## src/rtl/uart_pkg.sv

```systemverilog
`default_nettype none
// ============================================================================
// Module   : uart_pkg
// Purpose  : Shared definitions for the UART transmitter: data width, default
//            bit period and the transmit FSM state encoding.
// Config   : UART_TX_PARITY_EN adds the PARITY state to the encoding.
// Revision : 1.0  initial release
// ============================================================================
package uart_pkg;

  localparam int UART_DATA_BITS           = 8;
  localparam int UART_CLK_PER_BIT_DEFAULT = 434;

  typedef enum logic [2:0] {
    IDLE   = 3'd0,
    START  = 3'd1,
    DATA   = 3'd2,
    STOP   = 3'd3
`ifdef UART_TX_PARITY_EN
    ,
    PARITY = 3'd4
`endif
  } uart_state_e;

endpackage
`default_nettype wire

```

## src/rtl/uart_tx_if.sv

```systemverilog
`default_nettype none
// ============================================================================
// Module   : uart_tx_if
// Purpose  : Valid/ready write channel into the UART transmitter.
// Signals  : tx_data  - byte to send
//            tx_valid - write request
//            tx_ready - transmitter can accept a byte (FIFO not full)
// Modports : master (byte producer), slave (uart_tx)
// Revision : 1.0  initial release
// ============================================================================
interface uart_tx_if;

  logic [uart_pkg::UART_DATA_BITS-1:0] tx_data;
  logic                                tx_valid;
  logic                                tx_ready;

  modport master (
    output tx_data,
    output tx_valid,
    input  tx_ready
  );

  modport slave (
    input  tx_data,
    input  tx_valid,
    output tx_ready
  );

endinterface
`default_nettype wire

```

## src/rtl/uart_tx_fifo.sv

```systemverilog
`default_nettype none
// ============================================================================
// Module   : uart_tx_fifo
// Purpose  : Small synchronous FIFO buffering bytes ahead of the serialiser.
//            Full/empty come from the registered occupancy, so a push while
//            full is dropped even if a pop happens on the same edge.
// Ports    : clk, rst_n        - clock, asynchronous active-low reset
//            push, wdata       - write request and data
//            pop, rdata        - read request, head-of-queue data (show-ahead)
//            full, empty       - occupancy flags
//            count             - occupancy 0..DEPTH
// Revision : 1.0  initial release
// ============================================================================
module uart_tx_fifo #(
  parameter int DEPTH = 4,
  parameter int WIDTH = 8
) (
  input  logic                           clk,
  input  logic                           rst_n,
  input  logic                           push,
  input  logic [WIDTH-1:0]               wdata,
  input  logic                           pop,
  output logic [WIDTH-1:0]               rdata,
  output logic                           full,
  output logic                           empty,
  output logic [$clog2(DEPTH+1)-1:0]     count
);

  localparam int c_aw = $clog2(DEPTH);
  localparam int c_cw = $clog2(DEPTH + 1);

  if (DEPTH < 2 || (DEPTH & (DEPTH - 1)) != 0) begin : g_chk_depth
    $error("uart_tx_fifo: DEPTH must be a power of two and >= 2");
  end

  logic [WIDTH-1:0] r_mem [DEPTH];
  logic [c_aw-1:0]  r_wr_ptr;
  logic [c_aw-1:0]  r_rd_ptr;
  logic [c_cw-1:0]  r_count;
  logic             w_push;
  logic             w_pop;

  assign full  = (r_count == c_cw'(DEPTH));
  assign empty = (r_count == '0);
  assign count = r_count;
  assign rdata = r_mem[r_rd_ptr];

  assign w_push = push && !full;
  assign w_pop  = pop && !empty;

  // Storage needs no reset: the pointers define which entries are valid.
  always_ff @(posedge clk) begin
    if (w_push) begin
      r_mem[r_wr_ptr] <= wdata;
    end
  end

  // Pointers are exactly log2(DEPTH) bits wide, so they wrap by overflow.
  always_ff @(posedge clk or negedge rst_n) begin
    if (!rst_n) begin
      r_wr_ptr <= '0;
      r_rd_ptr <= '0;
      r_count  <= '0;
    end else begin
      if (w_push) begin
        r_wr_ptr <= r_wr_ptr + 1'b1;
      end
      if (w_pop) begin
        r_rd_ptr <= r_rd_ptr + 1'b1;
      end
      case ({w_push, w_pop})
        2'b10:   r_count <= r_count + 1'b1;
        2'b01:   r_count <= r_count - 1'b1;
        default: r_count <= r_count;
      endcase
    end
  end

endmodule
`default_nettype wire

```

## src/rtl/uart_tx.sv

```systemverilog
`default_nettype none
// ============================================================================
// Module   : uart_tx
// Purpose  : Buffered UART transmitter. Bytes enter a FIFO over a valid/ready
//            channel and are sent as start, 8 data bits LSB first, optional
//            even parity, and one stop bit. Frames queued back to back leave
//            the line with no idle cycles between them.
// Config   : UART_TX_PARITY_EN - when defined, an even parity bit follows the
//            data bits (11-bit frame); otherwise frames are 10 bits.
// Ports    : clk         - clock, rising edge
//            rst_n       - asynchronous active-low reset
//            bus         - uart_tx_if.slave (tx_data, tx_valid, tx_ready)
//            tx_serial   - registered serial line, idle high
//            tx_busy     - a frame is on the line
//            tx_done     - one-cycle pulse after the last stop-bit cycle
//            fifo_count  - FIFO occupancy
// Revision : 1.0  initial release
// ============================================================================
module uart_tx
  import uart_pkg::*;
#(
  parameter int CLK_PER_BIT = UART_CLK_PER_BIT_DEFAULT,
  parameter int FIFO_DEPTH  = 4
) (
  input  logic                              clk,
  input  logic                              rst_n,
  uart_tx_if.slave                          bus,
  output logic                              tx_serial,
  output logic                              tx_busy,
  output logic                              tx_done,
  output logic [$clog2(FIFO_DEPTH+1)-1:0]   fifo_count
);

  localparam int                c_cnt_w    = $clog2(CLK_PER_BIT);
  localparam logic [c_cnt_w-1:0] c_cnt_last = c_cnt_w'(CLK_PER_BIT - 1);
  localparam logic [2:0]        c_bit_last = 3'(UART_DATA_BITS - 1);

  if (CLK_PER_BIT < 2) begin : g_chk_clk_per_bit
    $error("uart_tx: CLK_PER_BIT must be >= 2");
  end

  uart_state_e                 r_state,   w_state_nxt;
  logic [c_cnt_w-1:0]          r_cnt,     w_cnt_nxt;
  logic [2:0]                  r_bit_idx, w_bit_idx_nxt;
  logic [UART_DATA_BITS-1:0]   r_shift,   w_shift_nxt;
  logic                        r_serial,  w_serial_nxt;
  logic                        r_done,    w_done_nxt;
`ifdef UART_TX_PARITY_EN
  logic                        r_parity,  w_parity_nxt;
`endif

  logic                        w_pop;
  logic                        w_bit_end;
  logic                        w_fifo_full;
  logic                        w_fifo_empty;
  logic [UART_DATA_BITS-1:0]   w_fifo_rdata;

  uart_tx_fifo #(
    .DEPTH (FIFO_DEPTH),
    .WIDTH (UART_DATA_BITS)
  ) u_fifo (
    .clk   (clk),
    .rst_n (rst_n),
    .push  (bus.tx_valid),
    .wdata (bus.tx_data),
    .pop   (w_pop),
    .rdata (w_fifo_rdata),
    .full  (w_fifo_full),
    .empty (w_fifo_empty),
    .count (fifo_count)
  );

  assign bus.tx_ready = !w_fifo_full;
  assign tx_serial    = r_serial;
  assign tx_busy      = (r_state != IDLE);
  assign tx_done      = r_done;

  assign w_bit_end    = (r_cnt == c_cnt_last);

  always_ff @(posedge clk or negedge rst_n) begin
    if (!rst_n) begin
      r_state   <= IDLE;
      r_cnt     <= '0;
      r_bit_idx <= '0;
      r_shift   <= '0;
      r_serial  <= 1'b1;
      r_done    <= 1'b0;
`ifdef UART_TX_PARITY_EN
      r_parity  <= 1'b0;
`endif
    end else begin
      r_state   <= w_state_nxt;
      r_cnt     <= w_cnt_nxt;
      r_bit_idx <= w_bit_idx_nxt;
      r_shift   <= w_shift_nxt;
      r_serial  <= w_serial_nxt;
      r_done    <= w_done_nxt;
`ifdef UART_TX_PARITY_EN
      r_parity  <= w_parity_nxt;
`endif
    end
  end

  // r_serial holds the level for the bit being timed by r_cnt, so every
  // bit transition sets the next level on the same edge the state changes.
  always_comb begin
    w_state_nxt   = r_state;
    w_cnt_nxt     = r_cnt;
    w_bit_idx_nxt = r_bit_idx;
    w_shift_nxt   = r_shift;
    w_serial_nxt  = r_serial;
    w_done_nxt    = 1'b0;
    w_pop         = 1'b0;
`ifdef UART_TX_PARITY_EN
    w_parity_nxt  = r_parity;
`endif

    case (r_state)
      IDLE: begin
        w_serial_nxt = 1'b1;
        w_cnt_nxt    = '0;
        w_pop        = !w_fifo_empty;
      end

      START: begin
        if (w_bit_end) begin
          w_cnt_nxt     = '0;
          w_bit_idx_nxt = '0;
          w_serial_nxt  = r_shift[0];
          w_state_nxt   = DATA;
        end else begin
          w_cnt_nxt = r_cnt + 1'b1;
        end
      end

      DATA: begin
        if (w_bit_end) begin
          w_cnt_nxt = '0;
          if (r_bit_idx == c_bit_last) begin
`ifdef UART_TX_PARITY_EN
            w_serial_nxt = r_parity;
            w_state_nxt  = PARITY;
`else
            w_serial_nxt = 1'b1;
            w_state_nxt  = STOP;
`endif
          end else begin
            // Shift so the next bit to send is always at position 0.
            w_bit_idx_nxt = r_bit_idx + 1'b1;
            w_shift_nxt   = r_shift >> 1;
            w_serial_nxt  = r_shift[1];
          end
        end else begin
          w_cnt_nxt = r_cnt + 1'b1;
        end
      end

`ifdef UART_TX_PARITY_EN
      PARITY: begin
        if (w_bit_end) begin
          w_cnt_nxt    = '0;
          w_serial_nxt = 1'b1;
          w_state_nxt  = STOP;
        end else begin
          w_cnt_nxt = r_cnt + 1'b1;
        end
      end
`endif

      STOP: begin
        if (w_bit_end) begin
          w_cnt_nxt    = '0;
          w_done_nxt   = 1'b1;
          w_serial_nxt = 1'b1;
          w_state_nxt  = IDLE;
          // Chaining straight into the next start bit avoids an idle gap.
          w_pop        = !w_fifo_empty;
        end else begin
          w_cnt_nxt = r_cnt + 1'b1;
        end
      end

      default: begin
        w_state_nxt  = IDLE;
        w_serial_nxt = 1'b1;
        w_cnt_nxt    = '0;
      end
    endcase

    // Frame launch is shared by IDLE and the end of STOP: the popped byte is
    // captured here so later tx_data changes cannot reach the frame.
    if (w_pop) begin
      w_state_nxt  = START;
      w_shift_nxt  = w_fifo_rdata;
      w_serial_nxt = 1'b0;
      w_cnt_nxt    = '0;
`ifdef UART_TX_PARITY_EN
      w_parity_nxt = ^w_fifo_rdata;
`endif
    end
  end

endmodule
`default_nettype wire

```

## src/flat_wrapper.sv

```systemverilog
// flat-port wrapper written by rule: the top's interface ports become plain ports
module uart_tx_flat import uart_pkg::*;
#(
  parameter int CLK_PER_BIT = UART_CLK_PER_BIT_DEFAULT,
  parameter int FIFO_DEPTH  = 4
)
  (clk, rst_n, tx_serial, tx_busy, tx_done, fifo_count, bus_tx_data, bus_tx_valid, bus_tx_ready);
  uart_tx_if bus_i ();
  input  logic clk;
  input  logic rst_n;
  output logic tx_serial;
  output logic tx_busy;
  output logic tx_done;
  output logic [$clog2(FIFO_DEPTH+1)-1:0] fifo_count;
  input wire logic [$bits(bus_i.tx_data)-1:0] bus_tx_data;
  input wire logic [$bits(bus_i.tx_valid)-1:0] bus_tx_valid;
  output wire logic [$bits(bus_i.tx_ready)-1:0] bus_tx_ready;
  assign bus_i.tx_data = bus_tx_data;
  assign bus_i.tx_valid = bus_tx_valid;
  assign bus_tx_ready = bus_i.tx_ready;
  uart_tx #(.CLK_PER_BIT(CLK_PER_BIT), .FIFO_DEPTH(FIFO_DEPTH)) u_core (.clk(clk), .rst_n(rst_n), .bus(bus_i), .tx_serial(tx_serial), .tx_busy(tx_busy), .tx_done(tx_done), .fifo_count(fifo_count));
endmodule
```

## config.mk

```make
export PLATFORM = sky130hd
export DESIGN_NAME = uart_tx_flat
export DESIGN_NICKNAME = d
export VERILOG_FILES = /design/src/rtl/uart_pkg.sv /design/src/rtl/uart_tx_if.sv /design/src/rtl/uart_tx_fifo.sv /design/src/rtl/uart_tx.sv /design/src/flat_wrapper.sv
export SDC_FILE = /design/constraint.sdc
export NUM_CORES = 1
export LEC_CHECK = 0
export CAP_MARGIN = 20
export CORE_MARGIN = 2
export CORE_UTILIZATION = 30
export DETAILED_ROUTE_END_ITERATION = 10
export PLACE_DENSITY = 0.43
export SLEW_MARGIN = 20
export SYNTH_ARGS = -nofsm -noshare
export SYNTH_HDL_FRONTEND = slang
export SYNTH_SLANG_ARGS = --single-unit
```

## constraint.sdc

```tcl
create_clock -name clk -period 3.4 [get_ports clk]
set_input_delay 0.51 -clock clk [delete_from_list [all_inputs] [get_ports clk]]
set_output_delay 0.51 -clock clk [all_outputs]
set_load 0.03 [all_outputs]
```

* After elaboration in Yosys (flattened, before gate mapping)
Memory sizes are Yosys's and may differ from the RTL's. Cells that the tools add are included.
Operators by class: muxes and demuxes 29, add/sub/neg operators 6, reduce and logical (&&, ||, !) cells 16, equal/unequal tests 17
Operator list (count):
- $mux W8 | 4
- $mux W9 | 3
- $mux W3 | 7
- $ne A3 B2 Y1 const B | 4
- $pmux W3 S2 | 2
- $pmux W3 S4 | 1
- $mux W1 | 10
- $add A9 B1 Y9 const B | 1
- $eq A9 B9 Y1 const B | 1
- $reduce_bool A2 Y1 | 4
- $add A3 B1 Y3 const B | 2
- $eq A3 B2 Y1 const B | 2
- $eq A3 B3 Y1 const B | 2
- $logic_not A3 Y1 | 2
- $ne A2 B2 Y1 const B | 3
- $reduce_and A3 Y1 | 2
- $reduce_and A5 Y1 | 1
- $add A2 B1 Y2 const B | 2
- $ne A2 B1 Y1 const B | 2
- $reduce_and A4 Y1 | 1
- $eq A3 B1 Y1 const B | 1
- $pmux W1 S3 | 1
- $reduce_bool A3 Y1 | 1
- $reduce_or A3 Y1 | 1
- 6 further kinds | 8
Word-level totals: word-level logic and storage cells 78, bits of input ports 11, RAM bits 32, register bits after elaboration 32, output and inout bits 7, memories kept 1
Memories:
- u_core.u_fifo.r_mem | words 4, bits a word 8, read ports 1, clocked after memory_dff 0, wr ports 1, RTL line uart_tx_fifo.sv:36 | logic [WIDTH-1:0] r_mem [DEPTH];

* Depth between registers and ports, before layout
Gate-level depths: netlist of the first run.
depth in word-level cells 7, gate-level depth with buffers 12, depth with buffers taken out 11

* Modules after synthesis
Synthesis of the first run repeated with hierarchy kept, for this count alone.
Unflattened totals: cells, all modules 199, area total of the unflattened synthesis 2957.8 µm²
By module, submodules not included:
- uart_tx_fifo | cells an instance 79, times used 1, seq. area each 1136.1 µm², area an instance 1592.8 µm²
- uart_tx | cells an instance 120, times used 1, seq. area each 601.8 µm², area an instance 1365.1 µm²

* Worst setup path before layout of the first run
No wires, ideal clock.
path type register -> register, from register u_core.r_state[0], to register u_core.u_fifo.r_count[2] (netlist: u_core.u_fifo.count[2]), slack 0.900 ns, library setup time 0.080 ns, path buffers 0, stages on the path, launching flop included 11, period minus slack after synthesis 2.500 ns, required time 3.320 ns, data arrival time 2.419 ns, cell sequence dfrtp_1 -> inv_1 -> ha_1 -> or2_2 -> nor2_4 -> ha_1 -> inv_1 -> fa_1 -> xor2_1 -> nor2_1 -> xor2_1
Between the ends: word-level cells in the longest chain between the ends 5, elaborated cells on any way between the ends 8, those cells by class 3 x eq/ne; 2 x mux; 3 x reduce/logical
RTL lines:
- start, declared | RTL line uart_tx.sv:42 | uart_state_e r_state, w_state_nxt;
- start signal, assigned | RTL line uart_tx.sv:92 | r_state <= w_state_nxt;
- $eq A3 B2 Y1 / $logic_not A3 Y1 (equally long branches) | RTL line uart_tx.sv:118 | case (r_state)
- $pmux W1 S2 (*) | RTL line uart_tx.sv:118
- $logic_and A1 B1 Y1 (*) | RTL line uart_tx_fifo.sv:49 | assign w_pop = pop && !empty;
- via u_core.u_fifo.w_pop | RTL line uart_tx_fifo.sv:41 | logic w_pop;
- $eq A2 B1 Y1 / $eq A2 B2 Y1 (equally long branches) | RTL line uart_tx_fifo.sv:71 | case ({w_push, w_pop})
- $pmux W3 S2 / $reduce_bool A2 Y1 (equally long branches)
- end signal, assigned | RTL line uart_tx_fifo.sv:72 | 2'b10: r_count <= r_count + 1'b1;
- end signal, assigned | RTL line uart_tx_fifo.sv:73 | 2'b01: r_count <= r_count - 1'b1;
- end signal, assigned | RTL line uart_tx_fifo.sv:74 | default: r_count <= r_count;
- end, declared | RTL line uart_tx_fifo.sv:39 | logic [c_cw-1:0] r_count;
The timed path passes the listed nets; every way through them passes the cells marked *. A chain may end at the register's enable or synchronous reset.

* Worst setup path in the final report of the first run
Ends and elaborated chain as after synthesis.

==> qor.txt, run 1 <==
number of DRC markers in iteration 0: 67
Clock Skew: 0.007305 ns
r2r setup slk: 0.69 ns
Leak: 1.372 nW
sequential area share after synthesis: 0.5896
Sum Neg Setup Slack: 0 ns
Synth-to-Final Area Change: 17.44%
Avg Synthesized Cell Area: 14.59 µm²
Reg2Reg Launch Point: u_core.r_state[0]
Die ar.: 10630 µm²
mapped cell area: 2948 µm²
cts repair resizes: 0
syn nets: 230
Hold Path Stages: 1
Netlist cell types: 43
Finished Core Util: 0.3592
largest net degree at the start of global routing: 32
share of cells above drive strength 1: 0.2121
Seq cells post-synth: 63
kind of critical path: reg2reg
Ports: 18
Final period util: 0.7965
Synth Flop Type: edfxtp_1
worst-skew pair later-pin latency: 0.33 ns
Synth async-reset ratio: 0.4921
Placement Setup Slack: 0.6704 ns
number of port buffers: 17
cell count after synthesis: 202
Area contributors post-synth: edfxtp_1, dfrtp_1, ha_1
die width: 103.1 µm
top cell type by total area after synthesis: edfxtp_1
root buffer cell: clkbuf_8
Nets: 254
status: finished, final reports clean
post-route cell area: 3462 µm²
antenna cells: 0
reg-to-reg endpoint: u_core.u_fifo.count[2]
endpoint class of the critical path: flip-flop
Min Hold Slack: 0.4890 ns
first-pass GRT wire length: 8749 µm
Overall Power: 2.928 mW
GRT Util Overall: 0.1129
yosys warns: 0
Rows: 36
Peak Freq: 369.3 MHz
top-area cell type share of the netlist area: 0.3260
DRT Pass-1 Iters: 4
CTS Sinks: 63
fin cells: 364
total of max-cap violations: 0
Max-slew headroom: 0.5809
Core ar.: 9639 µm²
Hold Crit Class: reg2reg
final WL: 5265 µm
Hold Crit Start: u_core.tx_serial
Max VDD drop: 0.0002700 V
# Post-CTS Setup Buffers: 0
min Tclk post-route: 2.708 ns
initial antenna violation count: 0
RSZ-0062 raised after global routing: no
WHS Endpoint: u_core.tx_serial
Reg2Reg Depth: 10
Vias: 1623
Fill cells: 954
post-route worst setup slack: 0.6920 ns
# DRC: 0
die height: 103.1 µm
routed len/inst: 14.46 µm
placed insts: 348
Startpoint Class: flip-flop
crit-path cells: inv_1 > ha_1 > or2_2 > nor2_4 > ha_1 > inv_1 > fa_1 > xor2_1 > nor2_1 > xor2_1
pwr dens: 845.9 nW/µm²
Post-DRT Antenna Nets: 0
CTS buffer count: 9
Post-DP HPWL: 3606 µm
total grt overflow: 0
H-tree levels: 3
drt via density: 4.459
Worst-Margin Slew: 0.6286 ns
hold violation total from the final report: 0
Initial Utilization: 0.3058
clk buf depth: 2
Worst Path Max Fanout: 10
CTS tree: done
cts-stage hold buffer count: 0
CTS clk-pin slew, worst paths: 0.07 ns
Final Max Tran Viols: 0
number of flops mapped to enable cells by yosys: 32
Critical Path AT: 2.96 ns
setup violators final: 0
Crit-path slowest cell: dfrtp_1
CP peak stage delay: 0.42 ns
Area after DPL: 3264 µm²
Placer Congestion: 0.7391
vias in the first global route: 1695
WP data required: 3.65 ns
[critical path: cells and delay by family (launching register included)]
| kind | cells | cell delay (ns) |
|---|---|---|
| buffers and inverters | 2 | 0.17 |
| AND/OR/NAND/NOR | 3 | 0.78 |
| XOR/XNOR | 2 | 0.29 |
| flip-flops | 1 | 0.42 |
| adder cells (fa/ha/maj) | 3 | 0.97 |
[routing by layer]
layer	track usage	vias to the layer above	wire, µm
met2	0.1673	32	2349
met3	0.03864	4	189
met5	0	-	0
li1	-	789	-
met1	0.1522	798	2675
met4	0.04555	0	50
[registers in the layout, indices dropped and copies added, names as in the netlist]
| name | count |
|---|---|
| u_core.r_cnt | 9 |
| u_core.u_fifo.count | 3 |
| u_core.r_bit_idx | 3 |
| u_core.r_shift | 8 |
| u_core.u_fifo.r_rd_ptr | 2 |
| u_core.tx_done | 1 |
| u_core.u_fifo.r_mem | 32 |
| u_core.r_state | 2 |
| u_core.u_fifo.r_wr_ptr | 2 |
| u_core.tx_serial | 1 |
[where the power goes]
part	switching (mW)	internal, mW	total (mW)
registers	0.172	1.03	1.20
logic	0.553	0.530	1.08
clock network	0.305	0.339	0.644
[cell families (layout without fill, tap and decap cells)]
family,count (synthesis),in the layout,synth area share
flops,63,63,0.5896
simple gates,50,50,0.09933
compound gates,16,16,0.04372
buf+inv,17,46,0.02461
xor+xnor,13,13,0.03863
fa+ha+maj,17,17,0.07470
mux,26,26,0.1295
[layout by cell type (no fill, tap or decap), types with 2 or more instances in the layout]
| cell | n |
|---|---|
| mux4_2 | 8 |
| edfxtp_1 | 32 |
| xor2_1 | 6 |
| nor2_1 | 16 |
| mux2_2 | 17 |
| xnor2_1 | 7 |
| and3_1 | 6 |
| o21ai_0 | 5 |
| dfrtp_1 | 30 |
| nand3_1 | 6 |
| clkinv_2 | 2 |
| clkinv_4 | 3 |
| nor3_1 | 2 |
| clkdlybuf4s50_1 | 17 |
| nand2_1 | 6 |
| ha_1 | 16 |
| clkbuf_8 | 9 |
| inv_1 | 12 |
| a22o_1 | 3 |
[cell type report]
type	count	area [µm²]	share of cell area
clock buffer	9	123.9	0.03578
clock inverter	7	73.82	0.02132
inverter	12	45.04	0.01301
multi-input combinational	122	1137	0.3285
sequential	63	1738	0.5020
tap	133	166.4	0.04807
timing repair buffer	18	177.7	0.05132
[cells in the mapped netlist (2+ instances only)]
master and count:
a22o_1 3, nor2_1 16, and3_1 6, nor3_1 2, inv_1 12, o21ai_0 5, xnor2_1 7, ha_1 16
dfrtp_1 30, nand3_1 6, mux4_2 8, nand2_1 6, edfxtp_1 32, xor2_1 6, clkbuf_1 3, mux2_2 17
[worst max-delay path by stage]
stage | slack, ns | cells after the start | to | start
4_1_cts | 0.65 | 10 | u_core.u_fifo.count[2] | u_core.r_state[0]
6_report | 0.69 | 10 | u_core.u_fifo.count[2] | u_core.r_state[0]
3_3_place_gp | 0.70 | 10 | u_core.u_fifo.count[2] | u_core.r_state[0]
3_5_place_dp | 0.67 | 10 | u_core.u_fifo.count[2] | u_core.r_state[0]
2_1_floorplan | 0.90 | 10 | u_core.u_fifo.count[2] | u_core.r_state[0]
5_1_grt | 0.50 | 10 | u_core.u_fifo.count[2] | u_core.r_state[1]
Power figures use the tool's default switching activity.
==> inputs of run 2 (changes only) <==
Settings changed: PLACE_DENSITY 0.43 to 0.45.
Clock period 3.4 ns to 2.47 ns, I/O delays scaled along.
==> run 2 against run 1 <==
  * Critical path depth did not move
  * Sequential power grew 37%
  * Count of clock-buffer cells in the layout up 1
  * Combinational power grew 48%
  * Setup slack worse by 0.52 ns
  * Hold slack worse by 0.064 ns
  * Final cell count up 1.9%
  * Routed wire length up 1.1%
  * Utilization up 0.68 points
  * First-iteration DRC count increased by 1.5%
  * Clock power up 40%
  * Flip-flop and latch count did not move
  * Critical endpoint unchanged
  * Highest routed layer unchanged
==> qor.txt, run 2 (synthesis gave the netlist of run 1 again) <==
Leak: 1.396 nW (+1.8%)
Post-DP HPWL: 3652 µm (+1.3%)
H-tree levels: 3 (unchanged)
Crit path top cell by count: xor2_1
Post-DRT Antenna Nets: 0 (unchanged)
Critical Path AT: 2.56 ns (-0.40 ns)
Nets: 261 (+2.8%)
Core ar.: 9639 µm² (unchanged)
largest net degree at the start of global routing: 32 (unchanged)
Sum Neg Setup Slack: 0 ns (unchanged)
Rows: 36 (unchanged)
share of cells above drive strength 1: 0.2395 (+0.02737)
crit-path cells: inv_2 > ha_1 > or2_2 > nor2_4 > ha_4 > inv_1 > fa_1 > xor2_1 > nor2_1 > xor2_1
Most flops, register: u_core.u_fifo.r_mem
Initial Utilization: 0.3058 (unchanged)
setup violators final: 0 (unchanged)
Overall Power: 4.140 mW (+41%)
Worst Path Max Fanout: 5 (-5)
post-route cell area: 3527 µm² (+1.9%)
DRT Pass-1 Iters: 4 (unchanged)
max reg flops: 32 (unchanged)
die width: 103.1 µm (unchanged)
total of max-cap violations: 0 (unchanged)
CTS clk-pin slew, worst paths: 0.07 ns (about the same)
hold violation total from the final report: 0 (unchanged)
final WL: 5324 µm (+1.1%)
routed len/inst: 14.35 µm (-0.79%)
CTS buffer count: 9 (unchanged)
number of DRC markers in iteration 0: 68 (+1.5%)
antenna cells: 0 (unchanged)
CTS tree: done
Vias: 1628 (+0.31%)
drt via density: 4.388 (-1.6%)
CP peak stage delay: 0.42 ns (about the same)
clk buf depth: 2 (unchanged)
cts-stage hold buffer count: 0 (unchanged)
root buffer cell: clkbuf_8
Ports: 18 (unchanged)
Crit-path slowest cell: dfrtp_1
kind of critical path: reg2reg
Final Max Tran Viols: 0 (unchanged)
first-pass GRT wire length: 9073 µm (+3.7%)
most frequent cells in the layout: edfxtp_1, dfrtp_1, mux2_2, clkdlybuf4s50_1, nor2_1
Startpoint Class: flip-flop
Die ar.: 10630 µm² (unchanged)
Reg2Reg Depth: 10 (unchanged)
RSZ-0062 raised after global routing: no
WP data required: 2.74 ns (-0.91 ns)
GRT Util Overall: 0.1167 (+0.003765)
commonest non-fill, non-tap cell in the layout: edfxtp_1
CTS Sinks: 63 (unchanged)
pwr dens: 1174 nW/µm² (+39%)
Peak Freq: 435.4 MHz (+18%)
Placer Congestion: 0.7806 (+5.6%)
total grt overflow: 0 (unchanged)
Fill cells: 941 (-1.4%)
number of port buffers: 17 (unchanged)
die height: 103.1 µm (unchanged)
Area after DPL: 3322 µm² (+1.8%)
Max-slew headroom: 0.6015 (+0.02063)
top flop regs: u_core.u_fifo.r_mem: 32 flops, u_core.r_cnt: 9 flops, u_core.r_shift: 8 flops
# DRC: 0 (unchanged)
status: finished, final reports clean
Hold Crit Class: in2async
Synth-to-Final Area Change: 19.65%
vias in the first global route: 1732 (+2.2%)
sequential cell area: 1738 µm² (unchanged)
Clock Skew: 0.008095 ns (+0.0007901 ns)
worst-skew pair later-pin latency: 0.35 ns (+0.02 ns)
initial antenna violation count: 0 (unchanged)
min Tclk post-route: 2.297 ns (-0.4113 ns)
Max VDD drop: 0.0004795 V (+78%)
Final period util: 0.9298 (+0.1334)
endpoint class of the critical path: flip-flop
multi-input combinational cell area: 1150 µm² (+1.1%)
Worst-Margin Slew: 0.5977 ns (-0.03094 ns)
[run 2: worst paths after layout]
| kind | from | end | slack, ns |
|---|---|---|---|
| max reg2reg | u_core.r_state[1] | u_core.u_fifo.count[2] | 0.17 |
| max | u_core.r_state[1] | u_core.u_fifo.count[2] | 0.17 |
| min in group clk | u_core.tx_serial | u_core.tx_serial | 0.49 |
| min reg2reg | u_core.tx_serial | u_core.tx_serial | 0.49 |
| min | rst_n | u_core.r_cnt[3] | 0.42 |
| max in group asynchronous | rst_n | u_core.tx_serial | 1.72 |
[run 2: stage by stage]
step	hold WS [ns]	setup WS (ns)	utilization	instances
3_5_place_dp	0.4798	0.1304	0.3446	354
3_3_place_gp	0.4847	0.1956	0.3446	354
2_1_floorplan	0.07491	0.03033	-	202
5_1_grt	0.4469	0.003702	0.3659	371
6_report	0.4246	0.1733	0.3659	371
4_1_cts	0.4247	0.1243	0.3651	370
[run 2: per-layer routing]
metal / routed length, µm / vias up / global-route usage
met2: 2417 / 24 / 0.1713
met1: 2624 / 798 / 0.1552
li1: - / 800 / -
met3: 194 / 6 / 0.04407
met5: 0 / - / 0
met4: 87 / 0 / 0.04858
[run 2: timing repair]
item,in CTS,in global routing
buffers inserted,0,1
resized for setup,0,1
setup endpoints to repair,0,1
[run 2: critical path, delay by kind of cell, from the launching register on]
family                     cells  cell delay [ns]
xor gates and xnor gates       2             0.30
DFF                            1             0.42
and+or+nand+nor                3             0.57
adders and majority gates      3             0.80
buffers and inverters          2             0.13
[run 2: power by group]
group	leakage, nW	internal (mW)	switching [mW]	total [mW]
clock network	0.0891	0.471	0.431	0.902
logic	0.624	0.797	0.801	1.60
registers	0.683	1.42	0.223	1.64
total	1.40	2.69	1.45	4.14
[run 2: cell type report]
cell class | count | share of cell area
inverters | 12 | 0.01277
flip-flops and latches | 63 | 0.4927
multi-input cells | 122 | 0.3260
repair buffers | 25 | 0.06527
well taps | 133 | 0.04718
clock inverters | 6 | 0.01987
clock buffers | 10 | 0.03618
